<file path="src/rtl/echo_request_arbiter.sv">
// echo_request_arbiter
//
// Shares one Echo request/indication port pair between NUM_CLIENTS requesters.
//
// Request side: a round-robin arbiter picks one requesting client per cycle.
// The winner's say (or, if it has no say pending, its say2) call is forwarded
// combinationally to the Echo request port.
//
// Response side: every granted call pushes {client id, kind} into an in-order
// tag FIFO. Echo's heard/heard2 indications are steered back to the client
// recorded at the FIFO head, provided the indication kind matches the head
// kind.
//
// Ports:
//   CLK, RST                        clock, synchronous active-high reset
//   cli_say_ena/_v, cli_say_rdy     per-client say method (payload packed 32/client)
//   cli_say2_ena/_a/_b, cli_say2_rdy per-client say2 method (payload packed 16/client)
//   echo_say_ena/_v, echo_say_rdy   shared Echo say request
//   echo_say2_ena/_a/_b, _rdy       shared Echo say2 request
//   echo_heard_ena/_v, _rdy         Echo heard indication in
//   echo_heard2_ena/_a/_b, _rdy     Echo heard2 indication in
//   cli_heard_ena/_v, cli_heard_rdy per-client heard out (payload broadcast)
//   cli_heard2_ena/_a/_b, _rdy      per-client heard2 out (payload broadcast)
//   inflight                        registered count of outstanding calls
module echo_request_arbiter #(
  parameter int NUM_CLIENTS = 4,
  parameter int TAG_DEPTH   = 4
) (
  input  logic                        CLK,
  input  logic                        RST,

  input  logic [NUM_CLIENTS-1:0]      cli_say_ena,
  input  logic [32*NUM_CLIENTS-1:0]   cli_say_v,
  output logic [NUM_CLIENTS-1:0]      cli_say_rdy,
  input  logic [NUM_CLIENTS-1:0]      cli_say2_ena,
  input  logic [16*NUM_CLIENTS-1:0]   cli_say2_a,
  input  logic [16*NUM_CLIENTS-1:0]   cli_say2_b,
  output logic [NUM_CLIENTS-1:0]      cli_say2_rdy,

  output logic                        echo_say_ena,
  output logic [31:0]                 echo_say_v,
  input  logic                        echo_say_rdy,
  output logic                        echo_say2_ena,
  output logic [15:0]                 echo_say2_a,
  output logic [15:0]                 echo_say2_b,
  input  logic                        echo_say2_rdy,

  input  logic                        echo_heard_ena,
  input  logic [31:0]                 echo_heard_v,
  output logic                        echo_heard_rdy,
  input  logic                        echo_heard2_ena,
  input  logic [15:0]                 echo_heard2_a,
  input  logic [15:0]                 echo_heard2_b,
  output logic                        echo_heard2_rdy,

  output logic [NUM_CLIENTS-1:0]      cli_heard_ena,
  output logic [31:0]                 cli_heard_v,
  input  logic [NUM_CLIENTS-1:0]      cli_heard_rdy,
  output logic [NUM_CLIENTS-1:0]      cli_heard2_ena,
  output logic [15:0]                 cli_heard2_a,
  output logic [15:0]                 cli_heard2_b,
  input  logic [NUM_CLIENTS-1:0]      cli_heard2_rdy,

  output logic [$clog2(TAG_DEPTH):0]  inflight
);

  localparam int IDW = $clog2(NUM_CLIENTS);
  localparam int PW  = $clog2(TAG_DEPTH);
  localparam int CW  = PW + 1;
  localparam logic [CW-1:0] DEPTH_C = CW'(TAG_DEPTH);

  // Next round-robin start: the client after the winner, wrapping at NUM_CLIENTS
  // (NUM_CLIENTS need not be a power of two).
  function automatic logic [IDW-1:0] rr_next(input logic [IDW-1:0] w);
    if (int'(w) == NUM_CLIENTS - 1) return '0;
    return w + IDW'(1);
  endfunction

  // Control state
  logic [IDW-1:0] rr_ptr;
  logic [PW-1:0]  wr_ptr;
  logic [PW-1:0]  rd_ptr;
  logic [CW-1:0]  count;

  // Tag FIFO storage (contents are qualified by count, so no reset needed)
  logic [IDW-1:0] tag_id   [TAG_DEPTH];
  logic           tag_kind [TAG_DEPTH];

  // Unpacked per-client payload views
  logic [31:0] say_v_arr  [NUM_CLIENTS];
  logic [15:0] say2_a_arr [NUM_CLIENTS];
  logic [15:0] say2_b_arr [NUM_CLIENTS];

  for (genvar g = 0; g < NUM_CLIENTS; g++) begin : g_unpack
    assign say_v_arr[g]  = cli_say_v[32*g +: 32];
    assign say2_a_arr[g] = cli_say2_a[16*g +: 16];
    assign say2_b_arr[g] = cli_say2_b[16*g +: 16];
  end

  logic [NUM_CLIENTS-1:0] req;
  logic                   any_req;
  logic [IDW-1:0]         winner;
  logic [IDW-1:0]         scan_idx;
  logic                   full;
  logic                   empty;
  logic                   win_say;
  logic                   win_say2;
  logic                   say_fire;
  logic                   say2_fire;
  logic                   push;
  logic                   pop;
  logic [IDW-1:0]         head_id;
  logic                   head_kind;

  assign req   = cli_say_ena | cli_say2_ena;
  // Both flags come from the registered count: a pop this cycle cannot
  // make room for a grant this cycle.
  assign full  = (count == DEPTH_C);
  assign empty = (count == '0);

  // Round-robin scan. Walking offsets from highest to lowest lets the
  // closest requester to rr_ptr overwrite any farther one.
  always_comb begin
    any_req  = 1'b0;
    winner   = '0;
    scan_idx = '0;
    for (int k = NUM_CLIENTS - 1; k >= 0; k--) begin
      scan_idx = IDW'((int'(rr_ptr) + k) % NUM_CLIENTS);
      if (req[scan_idx]) begin
        any_req = 1'b1;
        winner  = scan_idx;
      end
    end
  end

  // Say has priority inside the winning client; say2 only goes when the
  // winner has no say pending. A winner whose downstream port is not ready
  // simply stalls; no other client is substituted.
  assign win_say  = any_req && cli_say_ena[winner];
  assign win_say2 = any_req && !cli_say_ena[winner] && cli_say2_ena[winner];

  // Downstream enables never look at the downstream ready.
  assign echo_say_ena  = win_say  && !full;
  assign echo_say2_ena = win_say2 && !full;

  assign echo_say_v  = echo_say_ena  ? say_v_arr[winner]  : '0;
  assign echo_say2_a = echo_say2_ena ? say2_a_arr[winner] : '0;
  assign echo_say2_b = echo_say2_ena ? say2_b_arr[winner] : '0;

  assign say_fire  = echo_say_ena  && echo_say_rdy;
  assign say2_fire = echo_say2_ena && echo_say2_rdy;
  assign push      = say_fire || say2_fire;

  assign head_id   = tag_id[rd_ptr];
  assign head_kind = tag_kind[rd_ptr];

  // An indication whose kind does not match the head is held off (rdy low)
  // until the matching kind arrives.
  assign echo_heard_rdy  = !empty && !head_kind && cli_heard_rdy[head_id];
  assign echo_heard2_rdy = !empty &&  head_kind && cli_heard2_rdy[head_id];

  // Kinds are exclusive at the head, so at most one of these can fire.
  assign pop = (echo_heard_ena && echo_heard_rdy) || (echo_heard2_ena && echo_heard2_rdy);

  assign cli_heard_v  = echo_heard_v;
  assign cli_heard2_a = echo_heard2_a;
  assign cli_heard2_b = echo_heard2_b;

  always_comb begin
    cli_say_rdy    = '0;
    cli_say2_rdy   = '0;
    cli_heard_ena  = '0;
    cli_heard2_ena = '0;
    for (int i = 0; i < NUM_CLIENTS; i++) begin
      if (any_req && (int'(winner) == i) && !full) begin
        cli_say_rdy[i]  = echo_say_rdy;
        cli_say2_rdy[i] = !cli_say_ena[i] && echo_say2_rdy;
      end
      if (!empty && (int'(head_id) == i)) begin
        cli_heard_ena[i]  = echo_heard_ena  && !head_kind;
        cli_heard2_ena[i] = echo_heard2_ena &&  head_kind;
      end
    end
  end

  // Tag FIFO write port
  always_ff @(posedge CLK) begin
    if (push) begin
      tag_id[wr_ptr]   <= winner;
      tag_kind[wr_ptr] <= say2_fire;
    end
  end

  // Pointers, occupancy and arbitration state
  always_ff @(posedge CLK) begin
    if (RST) begin
      rr_ptr <= '0;
      wr_ptr <= '0;
      rd_ptr <= '0;
      count  <= '0;
    end else begin
      if (push) begin
        wr_ptr <= wr_ptr + PW'(1);
        rr_ptr <= rr_next(winner);
      end
      if (pop) begin
        rd_ptr <= rd_ptr + PW'(1);
      end
      case ({push, pop})
        2'b10:   count <= count + CW'(1);
        2'b01:   count <= count - CW'(1);
        default: count <= count;
      endcase
    end
  end

  assign inflight = count;

endmodule

</file>
<file path="config.mk">
export PLATFORM = sky130hd
export DESIGN_NAME = echo_request_arbiter
export DESIGN_NICKNAME = d
export VERILOG_FILES = /design/src/rtl/echo_request_arbiter.sv
export SDC_FILE = /design/constraint.sdc
export NUM_CORES = 1
export LEC_CHECK = 0
export ABC_AREA = 1
export CORE_AREA = 3 3 191 193
export CTS_BUF_LIST = sky130_fd_sc_hd__clkbuf_8 sky130_fd_sc_hd__clkbuf_16
export DETAILED_ROUTE_END_ITERATION = 6
export DIE_AREA = 0 0 194 196
export PLACE_DENSITY = 0.52
export SYNTH_ARGS = -nofsm -noshare
export SYNTH_HDL_FRONTEND = slang
export SYNTH_SLANG_ARGS = --single-unit
</file>
<file path="constraint.sdc">
create_clock -name CLK -period 2.5 [get_ports CLK]
set_input_delay 0.375 -clock CLK [delete_from_list [all_inputs] [get_ports CLK]]
set_output_delay 0.375 -clock CLK [all_outputs]
set_load 0.01 [all_outputs]
</file>
* Yosys cells after proc, flatten, opt, wreduce, memory -nomap -nowiden *
Memories as Yosys holds them, arrays and structs flattened. A register that Yosys moved wholly into a read port is not among the register bits.
Index checks and enable logic that the tools add are counted.

word-level totals
  bits in read-only memories = 0
  flip-flop bits (word level) = 9
  memories = 2
  input bits = 342
  output and inout bits = 151
  word-level logic and storage cells = 141
  RAM bits = 12
  bits in latches = 0

operators by class
  add/sub/neg operators = 8
  $lt $le $gt $ge = 7
  divide/modulo/power cells = 0
  bitwise gates (word level) = 2
  reductions and logical operators = 45
  muxes and demuxes = 64
  shift-type cells = 0
  equality and inequality tests = 9
  multipliers = 0

memories
  name      words  bits a word  read ports  clocked after memory_dff  wr ports  RTL line  RTL
  tag_id    4      2            1           1                         1         86        logic [IDW-1:0] tag_id [TAG_DEPTH];
  tag_kind  4      1            1           1                         1         87        logic tag_kind [TAG_DEPTH];

operators with widths
  kind                                                                           count
  16-bit two-way mux                                                             6
  32-bit two-way mux                                                             3
  16-bit binary-select mux with 2-bit select                                     2
  32-bit binary-select mux with 2-bit select                                     1
  1-bit two-way mux                                                              33
  1-bit logical AND                                                              31
  2-bit two-way mux                                                              10
  2-bit by 3-bit less-than comparator with 1-bit output (second input constant)  6
  1-bit binary-select mux with 2-bit select                                      8
  2-bit == test (second input constant)                                          5
  2-bit by 1-bit adder with 2-bit output (second input constant)                 4
  1-bit zero test                                                                8
  2-bit by 1-bit == test with 1-bit output (second input constant)               3
  3-bit case mux with 2 select lines                                             1
  2-bit adder (second input constant)                                            2
  2-bit zero test                                                                2
  4-bit OR                                                                       1
  3-bit by 1-bit adder with 3-bit output (second input constant)                 1
  3-bit == test (second input constant)                                          1
  3-bit greater-or-equal comparator (second input constant)                      1
  3-bit zero test                                                                1
  2-bit NOT with 3-bit output                                                    1
  3-bit by 1-bit subtractor with 3-bit output (second input constant)            1
  1-bit logical OR                                                               2
  2-bit nonzero test                                                             1

* Logic depth before layout (Yosys ltp) *
  depth in word-level cells = 18
  depth in mapped cells = 24
  gate-level depth less buffers = 23

* Worst setup path before layout *
No wires, ideal clock.

  kind = input-to-reg
  from = in cli_say_ena[0]
  to = reg count[2] (netlist: inflight[2])
  required time = 2.378 ns
  data arrival time = 2.569 ns
  setup slack = -0.191 ns
  stages = 22
  library setup time = 0.122 ns
  buffers on the path = 0
  cell sequence = nor2_1 -> nand2_1 -> nand2_2 -> inv_2 -> nand2_2 -> nand3_2 -> nand2_2 -> nand2_4 -> nand2_8 -> nand2_1 -> nand3_2 -> nand2_4 -> nand3_4 -> nand2_1 -> inv_2 -> ha_1 -> inv_1 -> fa_1 -> a21oi_1 -> o21ai_0 -> o21ai_0 -> a21oi_1

between the ends
  word-level cells in the longest chain between the ends = 17
  elaborated cells on any way between the ends = 34
  those cells by class = 2 x eq/ne; 21 x mux; 1 x bitwise; 10 x reduce/logical

RTL lines
  what                                                                       RTL line  RTL
  start: declaration                                                         32        input logic [NUM_CLIENTS-1:0] cli_say_ena,
  4-bit OR                                                                   115       assign req = cli_say_ena | cli_say2_ena;
  1-bit binary-select mux with 2-bit select                                  129       if (req[scan_idx]) begin
  1-bit two-way mux (not written as such)                                    129
  2-bit two-way mux (4 in a row)                                             129
  1-bit binary-select mux with 2-bit select                                  139, 140
  1-bit two-way mux (not written as such)                                    139, 140
  1-bit zero test                                                            140       assign win_say2 = any_req && !cli_say_ena[winner] && cli_say2_ena[winner];
  1-bit logical AND (2 in a row)                                             140
  1-bit logical AND                                                          144       assign echo_say2_ena = win_say2 && !full;
  1-bit logical AND                                                          151       assign say2_fire = echo_say2_ena && echo_say2_rdy;
  1-bit logical OR (*)                                                       152       assign push = say_fire || say2_fire;
  2-bit by 1-bit == test with 1-bit output or 2-bit == test (tied branches)  209       case ({push, pop})
  3-bit case mux with 2 select lines or 2-bit nonzero test (tied branches)   --
  end signal: assignment                                                     210       2'b10: count <= count + CW'(1);
  end signal: assignment                                                     211       2'b01: count <= count - CW'(1);
  end signal: assignment                                                     212       default: count <= count;
  end: declaration                                                           83        logic [CW-1:0] count;

Every way passes the cells marked *; elsewhere a longest branch is shown, timed or not. The select of a mux whose other input is x is not followed.
A chain may end at the register's enable or synchronous reset.

* Worst setup path in the final report *
  from = reg rr_ptr[0]
  to = out echo_say_v[17]

between the ends
  word-level cells in the longest chain between the ends = 12
  elaborated cells on any way between the ends = 28
  those cells by class = 3 x add/sub; 22 x mux; 1 x bitwise; 2 x reduce/logical

RTL lines
  what                                                                                                            RTL line  RTL
  start: declaration                                                                                              80        logic [IDW-1:0] rr_ptr;
  start signal: assignment                                                                                        204       rr_ptr <= rr_next(winner);
  2-bit adder                                                                                                     128       scan_idx = IDW'((int'(rr_ptr) + k) % NUM_CLIENTS);
  1-bit binary-select mux with 2-bit select                                                                       129
  1-bit two-way mux (not written as such)                                                                         129
  2-bit two-way mux (4 in a row)                                                                                  129
  2-bit NOT with 3-bit output (not written as such) or 1-bit binary-select mux with 2-bit select (tied branches)  146, 139
  32-bit binary-select mux with 2-bit select or 1-bit two-way mux (tied branches)                                 146, 139
  32-bit two-way mux (not written as such) or 1-bit logical AND (tied branches)                                   146, 139
  32-bit two-way mux (not written as such) or 1-bit logical AND (tied branches)                                   146, 143
  32-bit two-way mux (*)                                                                                          146       assign echo_say_v = echo_say_ena ? say_v_arr[winner] : '0;
  end: declaration                                                                                                41        output logic [31:0] echo_say_v,

Marks and branches as above.

==> flow_summary_export.csv <==
group,metric,value,unit
synth,synth_warnings,0,
global_route,grt_pass1_vias,6772,
power_and_ir_drop,clockPowerShare,0.023,
outcome,status,"finished, violations left",
setup_path,critPathMaxFanout,8,
clock_network,clk_pin_slew,60,ps
setup_path,cpLargestDelayFamily,"compound AO/OA/AOI/OAI gates",
layout,area_growth,133.3,%
power_and_ir_drop,p_leak,4.203,nW
synth,synth_edf_count,12,
timing,tightest_slew,322.0,ps
layout,layout.nets,1483,
timing,final.setup.tns,-17190,ps
timing,hold_viol_final,0,
layout,drive_gt1_frac,0.3540,
routing,vias,6588,
routing,firstDrtPassIters,4,
floorplanning,die_h,196,µm
layout,fill_cells,3788,
synth,ys_seq_area_frac,0.1309,
timing,setup_viol,75,
timing,timing.final.ws_setup,-330.3,ps
synth,synth_cells,732,
clock_network,ctsHoldBuffers,0,
placement,gp_congestion,0.8655,
global_route,overflow,0,
global_route,grt_max_degree,33,
synth,synth_area_per_cell,6.061,µm²
synth,synth_top_cell_by_area,"nor2_1",
floorplanning,die_w,194,µm
timing,whs,520.6,ps
timing,grt_setup_unrepaired,"true",
timing,fin_crit_sh,1.132,
synth,ys.flop_type,"edfxtp_1",
floorplanning,initial_core_util,0.1278,
timing,fmax,353.3,MHz
synth,synth_top_area_share,0.1362,
clock_network,cts_made_buffers,3,
placement,place_area,8796,µm²
routing,route.detailed.drc,0,
clock_network,clockBufferDepth,2,
synth,syn-num-nets,1084,
setup_path,cp_data_arrival_time,2460,ps
clock_network,cts_tree,"yes",
power_and_ir_drop,pwr-share-comb,0.935,
floorplanning,boundaryPins,493,
routing,routed_wl,29810,µm
power_and_ir_drop,ir_drop,0.0005247,V
synth,synth.area.top_cells,"nor2_1 (14%), buf_4 (12%), o21bai_1 (11%)",
layout,multiInputGateArea,3777,µm²
placement,place_inst,1531,
global_route,grt_pass1_wl,41990,µm
power_and_ir_drop,pwr-share-seq,0.043,
flow_run,max_cap_violations,0,
layout,seq_area,585.6,µm²
setup_path,critPathMaxStageDelay,440,ps
setup_path,startpoint_type,"flip-flop",
synth,synth-seq-cells,23,
synth,synth.cells.most_frequent,"nor2_1 (161), o21ai_0 (89), buf_4 (73)",
setup_path,crit_type,"reg -> out",
floorplanning,die_area,38020,µm²
placement,hpwl,22980,µm
timing,relSlewSlack,0.7849,
placement,place_ws,-1169,ps
routing,postRouteAntennaNets,0,
floorplanning,core,34710,µm²
routing,viasPerCell,4.154,
clock_network,clk_latency,260,ps
synth,syn_area,4437,µm²
layout,final-instance-count-excl-fill,1586,
timing,fin_worst_skew,4.811,ps
clock_network,root_buffer,"clkbuf_16",
setup_path,path_cells,"inv_8 > nand2_4 > nand2_4 > buf_6 > a21oi_4 > nand3_4 > nand2_8 > bufbuf_16 > o21ai_0 > o21bai_4 > a21oi_4 > buf_6",
layout,fin_area,10350,µm²
setup_path,crit_required,2120,ps
clock_network,clock-sinks,23,
layout,utilization,0.2982,
power_and_ir_drop,power.internal,7.700,mW
placement,port_buffers,364,
routing,wl_per_cell,18.80,µm
setup_path,crit_buf_inv,4,
routing,drtIter0Drc,215,
power_and_ir_drop,fin_total_pwr,15.14,mW
power_and_ir_drop,pwr_density_cell,1463,nW/µm²
timing,slew_viol_final,0,
global_route,antenna_found_initial,0,
clock_network,htreeDepth,1,
worst_hold_path,hold_class,"reg -> reg",
timing,finalCriticalPeriod,2830,ps
synth,async_flop_share,0,
power_and_ir_drop,p_switching,7.440,mW
outcome,violations,"setup timing",
synth,yosysUniqueCellTypes,34,
global_route,grt.total_usage,0.1405,
synth,synth_most_common_cell,"nor2_1",
power_and_ir_drop,p_sw_frac,0.4914,
setup_path,slowest_stage,"dfxtp_4",
floorplanning,row_count,68,
setup_path,endpoint_kind,"output pin",
power groups by stage:
stage | Clock [mW] | Sequential, mW | Combinational, mW
floorplan | 0 | 0.626 | 5.37
global placement | 0 | 0.638 | 10.9
detailed placement | 0 | 0.642 | 10.9
CTS | 0.355 | 0.642 | 12.7
global route | 0.374 | 0.660 | 15.2
finish | 0.345 | 0.645 | 14.1
final timing paths:
| kind | from | endpoint | slack, ps | cells past startpoint |
|---|---|---|---|---|
| max | rr_ptr[0] | echo_say_v[17] | -330 | 12 |
| min | rd_ptr[1] | rd_ptr[1] | 520 | 2 |
| max reg2reg | rr_ptr[0] | inflight[2] | -300 | 21 |
| min reg2reg | rd_ptr[1] | rd_ptr[1] | 520 | 2 |
timing repair:
action                     4_1_cts  5_1_grt
setup buffers                   24       16
gates resized for setup        466      163
pin swaps                       33       46
setup endpoints to repair       91       96
cloned                           9        6
logic make-up (layout without fill, tap and decap cells):
| logic type | Yosys count | count (layout) | synth area share |
|---|---|---|---|
| AO/OA/AOI/OAI | 275 | 275 | 0.3584 |
| AND/OR/NAND/NOR | 272 | 273 | 0.2673 |
| XOR/XNOR | 1 | 1 | 0.001974 |
| flip-flops | 23 | 23 | 0.1309 |
| other | 0 | 1 | 0 |
| adder cells (fa/ha/maj) | 10 | 10 | 0.02989 |
| buffers and inverters | 151 | 548 | 0.2115 |
placed cells by master (no fill, tap or decap), types with 5 or more instances in the layout:
cell             netlist  routed
a21oi_2               10      32
buf_6                  8      42
a21oi_1               64      29
a21oi_4                0      13
clkdlybuf4s50_1        0     275
o21ai_2                0      18
o21bai_1              64      54
nand2_1               62      43
buf_4                 73      76
nor2_2                 0      10
clkbuf_16              0       7
inv_1                 30      27
nand3_1               20      11
o21ai_0               89      53
o21bai_2               0       8
nor2_1               161     133
clkdlybuf4s15_1        0       6
nand3_4                2       7
inv_2                  5       5
buf_8                  0      10
nand2_4                3      17
nand2_2                8      12
o21ai_1               44      59
buf_12                 0      23
nand3_2                5       9
dfxtp_1               11       9
edfxtp_1              12      12
nor2_4                 1      19
buf_2                 25      54
dlymetal6s2s_1         0       6
worst min-delay path, delay by kind of cell, from the launching register on:
family             cells  cell delay (ps)
AOI/OAI and AO/OA      1               70
DFF                    1              320
and+or+nand+nor        1               80
sequential cells by signal, summed over array words and instances, names as in the netlist, named ones only:
register and flops:
wr_ptr 2, tag_id 8, inflight 3, rr_ptr 2
rd_ptr 2, tag_kind 4
layout make-up:
class | instances | area share
Inverter | 37 | 0.01704
Clock inverter | 1 | 0.0004835
Sequential cell | 23 | 0.05657
Antenna cell | 1 | 0.0002417
Multi-Input combinational cell | 559 | 0.3649
Clock buffer | 3 | 0.007252
Timing Repair Buffer | 507 | 0.4985
Tap cell | 455 | 0.05500
per-layer routing:
metal,track usage,vias up,part of all wire
met5,0,-,0
li1,-,3195,-
met4,0.02314,0,0.017
met1,0.1593,3031,0.38
met3,0.04001,31,0.080
met2,0.2651,331,0.52
Note: power is estimated with default switching activity, not from simulation.
